## src/rtl/cla_addsub_pipe.sv

```systemverilog
// -----------------------------------------------------------------------------
// cla_addsub_pipe
//   Pipelined carry-lookahead adder/subtractor. The operands are split into
//   GROUP-bit groups. Pipeline stage k resolves group k with parallel
//   lookahead equations, using the carry registered by stage k-1. Operand bits
//   that are not yet resolved travel forward alongside the sum bits that are
//   already resolved. A single global stall freezes every stage while a result
//   waits for downstream.
//
// Ports
//   CLK        rising-edge clock
//   RST        synchronous active-high reset
//   IN_VALID   operand beat present
//   IN_READY   a beat is accepted this cycle (equals !stall)
//   A, B       WIDTH-bit two's complement operands
//   CIN        carry-in, used only when SUB=0
//   SUB        0: A+B+CIN   1: A-B
//   OUT_VALID  result beat present
//   OUT_READY  downstream accepts the result
//   SUM        result bits
//   COUT       carry out of bit WIDTH-1 (for SUB=1, 1 means no borrow)
//   OVF        signed overflow
//   ZERO       SUM == 0
//   P_OUT      propagate vector A ^ B_eff of the result beat
// -----------------------------------------------------------------------------
module cla_addsub_pipe #(
  parameter int WIDTH = 12,
  parameter int GROUP = 4
) (
  input  logic             CLK,
  input  logic             RST,
  input  logic             IN_VALID,
  output logic             IN_READY,
  input  logic [WIDTH-1:0] A,
  input  logic [WIDTH-1:0] B,
  input  logic             CIN,
  input  logic             SUB,
  output logic             OUT_VALID,
  input  logic             OUT_READY,
  output logic [WIDTH-1:0] SUM,
  output logic             COUT,
  output logic             OVF,
  output logic             ZERO,
  output logic [WIDTH-1:0] P_OUT
);

  localparam int STAGES = (WIDTH + GROUP - 1) / GROUP;
  localparam int LAST   = STAGES - 1;
  // Operand registers are only needed ahead of the final stage.
  localparam int OPS    = (STAGES > 1) ? STAGES - 1 : 1;
  localparam int IDXW   = (WIDTH > 1) ? $clog2(WIDTH) : 1;

  // Per-stage pipeline state. The last stage doubles as the output register.
  logic [STAGES-1:0][WIDTH-1:0] st_s;   // resolved sum bits
  logic [STAGES-1:0][WIDTH-1:0] st_p;   // full propagate vector of the beat
  logic [STAGES-1:0]            st_c;   // carry out of the group just resolved
  logic [STAGES-1:0]            st_v;   // stage holds a valid beat
  logic [OPS-1:0][WIDTH-1:0]    op_a;   // operand A still to be resolved
  logic [OPS-1:0][WIDTH-1:0]    op_b;   // effective operand B still to be resolved
  logic                         ovf_q;
  logic                         zero_q;

  // Next-state values for every stage.
  logic [STAGES-1:0][WIDTH-1:0] nxt_s;
  logic [STAGES-1:0][WIDTH-1:0] nxt_p;
  logic [STAGES-1:0]            nxt_c;
  logic [STAGES-1:0]            nxt_v;
  logic [OPS-1:0][WIDTH-1:0]    nxt_a;
  logic [OPS-1:0][WIDTH-1:0]    nxt_b;
  logic                         msb_c;  // carry into bit WIDTH-1

  // Working values for the stage currently being evaluated.
  logic [WIDTH-1:0] src_a;
  logic [WIDTH-1:0] src_b;
  logic [WIDTH-1:0] src_s;
  logic [WIDTH-1:0] src_p;
  logic             src_c;
  logic             src_v;
  logic [GROUP-1:0] gp;
  logic [GROUP-1:0] gg;
  logic [GROUP:0]   carry;
  logic             cy;
  logic             term;
  logic [IDXW-1:0]  bsel;
  int               bi;
  int               kp;
  int               kk;

  logic stall;

  assign stall    = st_v[LAST] & ~OUT_READY;
  assign IN_READY = ~stall;

  // NOTE: every variable written here gets a default first, so no path leaves
  // a value unassigned and no latch is inferred.
  always_comb begin
    nxt_s = '0;
    nxt_p = '0;
    nxt_c = '0;
    nxt_v = '0;
    nxt_a = '0;
    nxt_b = '0;
    msb_c = 1'b0;
    src_a = '0;
    src_b = '0;
    src_s = '0;
    src_p = '0;
    src_c = 1'b0;
    src_v = 1'b0;
    gp    = '0;
    gg    = '0;
    carry = '0;
    cy    = 1'b0;
    term  = 1'b0;
    bsel  = '0;
    bi    = 0;
    kp    = 0;
    kk    = 0;

    for (int k = 0; k < STAGES; k++) begin
      kp = (k > 0) ? k - 1 : 0;
      if (k == 0) begin
        // Subtraction is A + ~B + 1.
        src_a = A;
        src_b = SUB ? ~B : B;
        src_c = SUB | CIN;
        src_v = IN_VALID;
        src_s = '0;
        src_p = A ^ (SUB ? ~B : B);
      end else begin
        src_a = op_a[kp];
        src_b = op_b[kp];
        src_c = st_c[kp];
        src_v = st_v[kp];
        src_s = st_s[kp];
        src_p = st_p[kp];
      end

      // Per-bit propagate/generate. Bit positions past the MSB (narrow last
      // group) propagate without generating, so the group carry-out equals
      // the carry out of bit WIDTH-1.
      for (int i = 0; i < GROUP; i++) begin
        bi   = k * GROUP + i;
        bsel = IDXW'((bi < WIDTH) ? bi : WIDTH - 1);
        if (bi < WIDTH) begin
          gp[i] = src_a[bsel] ^ src_b[bsel];
          gg[i] = src_a[bsel] & src_b[bsel];
        end else begin
          gp[i] = 1'b1;
          gg[i] = 1'b0;
        end
      end

      // Parallel lookahead: c[i] = c0 & p[0..i-1] | OR_j g[j] & p[j+1..i-1].
      for (int i = 0; i <= GROUP; i++) begin
        cy = src_c;
        for (int j = 0; j < i; j++) cy = cy & gp[j];
        for (int j = 0; j < i; j++) begin
          term = gg[j];
          for (int m = j + 1; m < i; m++) term = term & gp[m];
          cy = cy | term;
        end
        carry[i] = cy;
      end

      for (int i = 0; i < GROUP; i++) begin
        bi   = k * GROUP + i;
        bsel = IDXW'((bi < WIDTH) ? bi : WIDTH - 1);
        if (bi < WIDTH) begin
          src_s[bsel] = gp[i] ^ carry[i];
          if (bi == WIDTH - 1) msb_c = carry[i];
        end
      end

      nxt_s[k] = src_s;
      nxt_p[k] = src_p;
      nxt_c[k] = carry[GROUP];
      nxt_v[k] = src_v;
      if (k < LAST) begin
        kk        = (k < OPS) ? k : OPS - 1;
        nxt_a[kk] = src_a;
        nxt_b[kk] = src_b;
      end
    end
  end

  // NOTE: pipeline state uses non-blocking assignments so every stage samples
  // the pre-edge value of the stage before it.
  always_ff @(posedge CLK) begin
    if (RST) begin
      // NOTE: the whole pipeline, data included, is cleared; the outputs must
      // read 0 after reset and in-flight beats must never reappear.
      st_s   <= '0;
      st_p   <= '0;
      st_c   <= '0;
      st_v   <= '0;
      op_a   <= '0;
      op_b   <= '0;
      ovf_q  <= 1'b0;
      zero_q <= 1'b0;
    end else if (!stall) begin
      st_v <= nxt_v;
      op_a <= nxt_a;
      op_b <= nxt_b;
      for (int k = 0; k < LAST; k++) begin
        st_s[k] <= nxt_s[k];
        st_p[k] <= nxt_p[k];
        st_c[k] <= nxt_c[k];
      end
      // Output data only changes when a real beat lands, so it holds its last
      // value across bubbles.
      if (nxt_v[LAST]) begin
        st_s[LAST] <= nxt_s[LAST];
        st_p[LAST] <= nxt_p[LAST];
        st_c[LAST] <= nxt_c[LAST];
        ovf_q      <= msb_c ^ nxt_c[LAST];
        zero_q     <= (nxt_s[LAST] == '0);
      end
    end
  end

  assign OUT_VALID = st_v[LAST];
  assign SUM       = st_s[LAST];
  assign COUT      = st_c[LAST];
  assign OVF       = ovf_q;
  assign ZERO      = zero_q;
  assign P_OUT     = st_p[LAST];

endmodule

```

## config.mk

```make
export PLATFORM = sky130hd
export DESIGN_NAME = cla_addsub_pipe
export DESIGN_NICKNAME = d
export VERILOG_FILES = /design/src/rtl/cla_addsub_pipe.sv
export SDC_FILE = /design/constraint.sdc
export NUM_CORES = 1
export LEC_CHECK = 0
export ABC_CLOCK_PERIOD_IN_PS = 1940
export BUFFER_PORTS_ARGS = -buffer_cell sky130_fd_sc_hd__buf_2
export CORE_UTILIZATION = 51
export DETAILED_ROUTE_END_ITERATION = 10
export GPL_TIMING_DRIVEN = 0
export PLACE_DENSITY_LB_ADDON = 0.25
export SETUP_SLACK_MARGIN = 0.1
export SYNTH_ARGS = -nofsm -noshare
export SYNTH_HDL_FRONTEND = slang
export SYNTH_SLANG_ARGS = --single-unit
```

## constraint.sdc

```tcl
create_clock -name CLK -period 1.94 [get_ports CLK]
set_clock_uncertainty 0.1 [all_clocks]
set_input_delay 0.194 -clock CLK [delete_from_list [all_inputs] [get_ports CLK]]
set_output_delay 0.194 -clock CLK [all_outputs]
set_load 0.1 [all_outputs]
```

# Word-level counts from Yosys, hierarchy flattened
# Cells that the tools add are included.
dict set report totals {
  word_cells 121
  out_inout_bits 29
  input_bits 30
  ff_bits 116
}
dict set report op_classes {
  muxes 1
  n_bitwise 103
  reduce_logical 2
}
# operator count
set op_table {}
lappend op_table {{bitwise AND 1 bit} 43}
lappend op_table {{bitwise OR 1 bit} 31}
lappend op_table {{XOR 1 bit} 25}
lappend op_table {{zero test 12 bit} 1}
lappend op_table {{two-way mux 12 bit} 1}
lappend op_table {{NOT 12 bit} 1}
lappend op_table {{XOR 12 bit} 1}
lappend op_table {{NOT 1 bit} 2}
lappend op_table {{AND reduction 2 bit} 1}

# Longest topological paths before layout
dict set report logic_depth {
  word_depth 11
  mapped_depth 9
  depth_no_buf 7
}

# Worst setup path before layout
# Ideal clock, no wire load.
dict set report synth_timing {
  kind {register -> register}
  start {register st_v[2]}
  end {register op_b (netlist bit nxt_b[17])}
  period_less_slack_ns 2.254
  setup_time_ns 0.086
  path_buffers 3
  required_time_ns 1.754
  slack_ns -0.314
  path_stages_with_launch 7
  arrival_time_ns 2.069
  path_cell_list {dfxtp_1 > nor2b_2 > buf_6 > inv_2 > buf_6 > buf_2 > a211oi_1}
}
dict set report synth_between {
  elab_chain_cells 1
}
# item line
set synth_rtl {}
lappend synth_rtl {{from (decl)} 57} ;# logic [STAGES-1:0] st_v;
lappend synth_rtl {{from (signal assigned)} 202} ;# st_v <= nxt_v;
lappend synth_rtl {{bitwise AND 1 bit} 91} ;# assign stall = st_v[LAST] & ~OUT_READY;
lappend synth_rtl {{to (signal assigned)} 204} ;# op_b <= nxt_b;
lappend synth_rtl {{to (decl)} 59} ;# logic [OPS-1:0][WIDTH-1:0] op_b;
# No other way between the ends.
# A chain may end at the register's enable or synchronous reset.

# Worst setup path after layout
dict set report layout_timing {
  start {register op_a (netlist bit src_a[8])}
  end {register ovf_q (netlist: OVF)}
}
dict set report layout_between {
  elab_chain_cells 10
  elab_cells_between_ends 17
  classes_between {17 x bitwise}
}
# item line
set layout_rtl {}
lappend layout_rtl {{from (decl)} 58} ;# logic [OPS-1:0][WIDTH-1:0] op_a;
lappend layout_rtl {{from (signal assigned)} 203} ;# op_a <= nxt_a;
lappend layout_rtl {{XOR 1 bit} 146} ;# gp[i] = src_a[bsel] ^ src_b[bsel];
lappend layout_rtl {{bitwise AND 1 bit (4 in series)} 157} ;# for (int j = 0; j < i; j++) cy = cy & gp[j];
lappend layout_rtl {{bitwise OR 1 bit (4 in series)} 161} ;# cy = cy | term;
lappend layout_rtl {{XOR 1 bit (*)} 216} ;# ovf_q <= msb_c ^ nxt_c[LAST];
lappend layout_rtl {{to (signal assigned)} 216}
lappend layout_rtl {{to (decl)} 60} ;# logic ovf_q;
# Mark *: on every way between the ends. The rest lies on a longest branch, timed or not.

==> impl_metrics.toml <==
[setup_path]
endpoint = "OVF"
path_delay_family = "adder cells"
startpoint_type = "flip-flop"
cp.arrival_ps = 1970
cp_num_buf_inv = 0
crit_fanout = 3
slowest_stage = "dfxtp_2"
reg2reg_depth = 6
cp-end-kind = "flip-flop"
worstPathRequired_ps = 2120
crit_start = "src_a[8]"
r2r_end = "OVF"
reg2reg_slack_ps = 150
critPathKind = "reg -> reg"
slowest_delay_ps = 330
worstSetupPathDepth = 6
r2r_start = "src_a[8]"
path_cells = "ha_1 -> ha_2 -> o211a_1 -> or2_4 -> mux2i_1 -> a211oi_1"

[finish]
final_common_cell = "nand2_1"
fillers = 684
diodes = 0
drive_gt1_frac = 0.199
final_cells = 648
layout_common_cells = "nand2_1, dfxtp_1, a21oi_1, buf_2"
multi_input_area_um2 = 1870
seqCellArea_um2 = 1850
fin_area_um2 = 4650
area.growth.synth_to_final_pct = 20.1
nets = 592

[yosys]
synth.area.top_cells = "dfxtp_1, nand2_1, a21oi_1, ha_1, xnor2_1"
synth_ff_type = "dfxtp_1"
syn_inst = 467
async_flop_share = 0
syn-num-nets = 515
postSynthAreaPerCell_um2 = 8.29
synth_area_leader_cell = "dfxtp_1"
synth.distinct_cells = 37
ys_seq_elements = 92
synth_top_area_frac = 0.476
yosys_warnings = 0
syn_area_um2 = 3870
ys_seq_area_frac = 0.476
synth_enable_flop_cells = 0

[routing]
via_per_inst = 5.20
vias = 3371
met3_length_um = 485
drc = 0
wl_met2_um = 4310
drtAntennaViolNets = 0
first_iter_violations = 216
dr.max_layer_used = "met4"
met1_length_um = 4020
post_drt_wl_per_cell_um = 13.8
drtPass1Iterations = 4
wl_um = 8950

[cts]
htreeDepth = 3
cts_sinks = 92
cts-buffers-inserted = 9
cts_root_buffer = "clkbuf_8"
clkTransAtPathRegs_ps = 90
clock_latency_ps = 370
cts_tree = "built"
cts_buffer_depth = 2

[sta]
fmax_ghz = 0.559
setup_viol = 0
period_needed_ps = 1790
hold_viol = 0
rsz0062_at_grt = "no"
relSlewSlack = 0.590
drv_slew = 0
tightest_slew_ps = 616
period_share = 0.922

[global_route]
track_usage = 0.243
grt_pass1_vias = 3062
grt.overflow.total = 0
grt_start_max_net_pins = 20
grt_pass1_wl_um = 14400
antenna_found_initial = 0

[placed_design]
gp_congestion = 0.830
place_hpwl_um = 6530
post-place-cells = 622
io_buffers = 56
placed_cell_area_um2 = 4300

[die]
num_io_pins = 59
core_area_um2 = 7290
die_area_um2 = 7950
die_h_um = 89.1
start_util = 0.531
dieWidth_um = 89.1
rows = 31

[power_and_ir_drop]
p_leak_uw = 0.00199
powerDensity_nw_per_um2 = 887
irDropWorstVdd_v = 0.000356

[run_status]
status = "completed"

[flow_run]
drv_cap = 0

[hold_path]
min_path_type = "in -> reg"
==> worst min-delay path: cells and delay by family <==
kind | cells | cell delay [ps]
xor gates and xnor gates | 1 | 140
buffers and inverters | 1 | 80
AOI/OAI and AO/OA | 1 | 80
==> cell usage after synthesis, drive strengths merged (2+ instances only) <==
cell    number
nand2      143
dfxtp       92
a21oi       72
buf         20
nor2        19
xnor2       18
ha          15
a211oi      13
clkbuf      12
inv          8
nor3         7
o21ai        6
o21a         5
xor2         5
nand3        4
nand3b       4
or3          4
fa           3
nor2b        3
a21o         2
o31ai        2
or2          2
==> power breakdown <==
part | internal (uW) | switching, uW | total, uW | leakage (uW)
clock network | 632 | 749 | 1380 | 0.000106
logic | 253 | 391 | 644 | 0.00113
registers | 2020 | 81.8 | 2100 | 0.000758
==> repair_timing <==
action,CTS,global route
gates resized for setup,8,5
hold buffers,9,0
hold endpoints to repair,9,0
pin swaps,4,1
buffers inserted,2,0
setup endpoints to repair,3,2
==> through the flow <==
| stage | TNS (ps) | setup slack [ps] | hold slack, ps | util | power (uW) |
|---|---|---|---|---|---|
| floorplan | -21.0 | -21.0 | 234 | - | 2580 |
| global placement | -213 | -93.9 | 340 | 0.590 | 2740 |
| detailed placement | -294 | -114 | 344 | 0.590 | 2750 |
| CTS | 0 | 108 | 64.7 | 0.636 | 4120 |
| global route | 0 | 104 | 94.6 | 0.638 | 4310 |
| finish | 0 | 151 | 66.3 | 0.638 | 4130 |
==> logic make-up (layout without fill, tap and decap cells) <==
family,Yosys count,after routing,synth area share
simple gates,190,190,0.205
compound gates,103,103,0.150
flops,92,92,0.476
buf+inv,40,122,0.0501
xor+xnor,23,23,0.0520
fa+ha+maj,18,18,0.0640
mux,1,1,0.00258
==> final cells by class <==
class | count | share of cell area
Timing Repair Buffer | 67 | 0.0850
Inverter | 8 | 0.00646
Sequential cell | 92 | 0.398
Multi-Input combinational cell | 335 | 0.401
Buffer | 31 | 0.0371
Tap cell | 99 | 0.0266
Clock buffer | 9 | 0.0266
Clock inverter | 7 | 0.0191
==> sequential cells by signal (all words and copies together) (netlist names) <==
| signal | flops |
|---|---|
| nxt_b | 8 |
| nxt_s | 12 |
| src_b | 4 |
| src_a | 4 |
| src_p | 12 |
| P_OUT | 12 |
| st_v | 3 |
| nxt_p | 12 |
| ZERO | 1 |
| SUM | 12 |
| st_c | 3 |
| nxt_a | 8 |
| OVF | 1 |
==> per-layer routing <==
layer,global-route usage,vias up
met5,0,-
met4,0.0924,0
met3,0.0332,13
met2,0.408,90
met1,0.318,1578
li1,-,1690
==> worst min path at each step <==
stage                   start   endpoint  slack [ps]  cells past startpoint
floorplan                A[4]  nxt_a[16]         230                      2
global placement    nxt_a[22]  nxt_a[22]         340                      2
detailed placement   src_p[9]   P_OUT[9]         340                      2
CTS                      B[5]  nxt_b[17]          60                      3
global route             B[4]  nxt_b[16]          90                      3
finish                   B[4]  nxt_b[16]          70                      3
(Power assumes the default switching activity.)
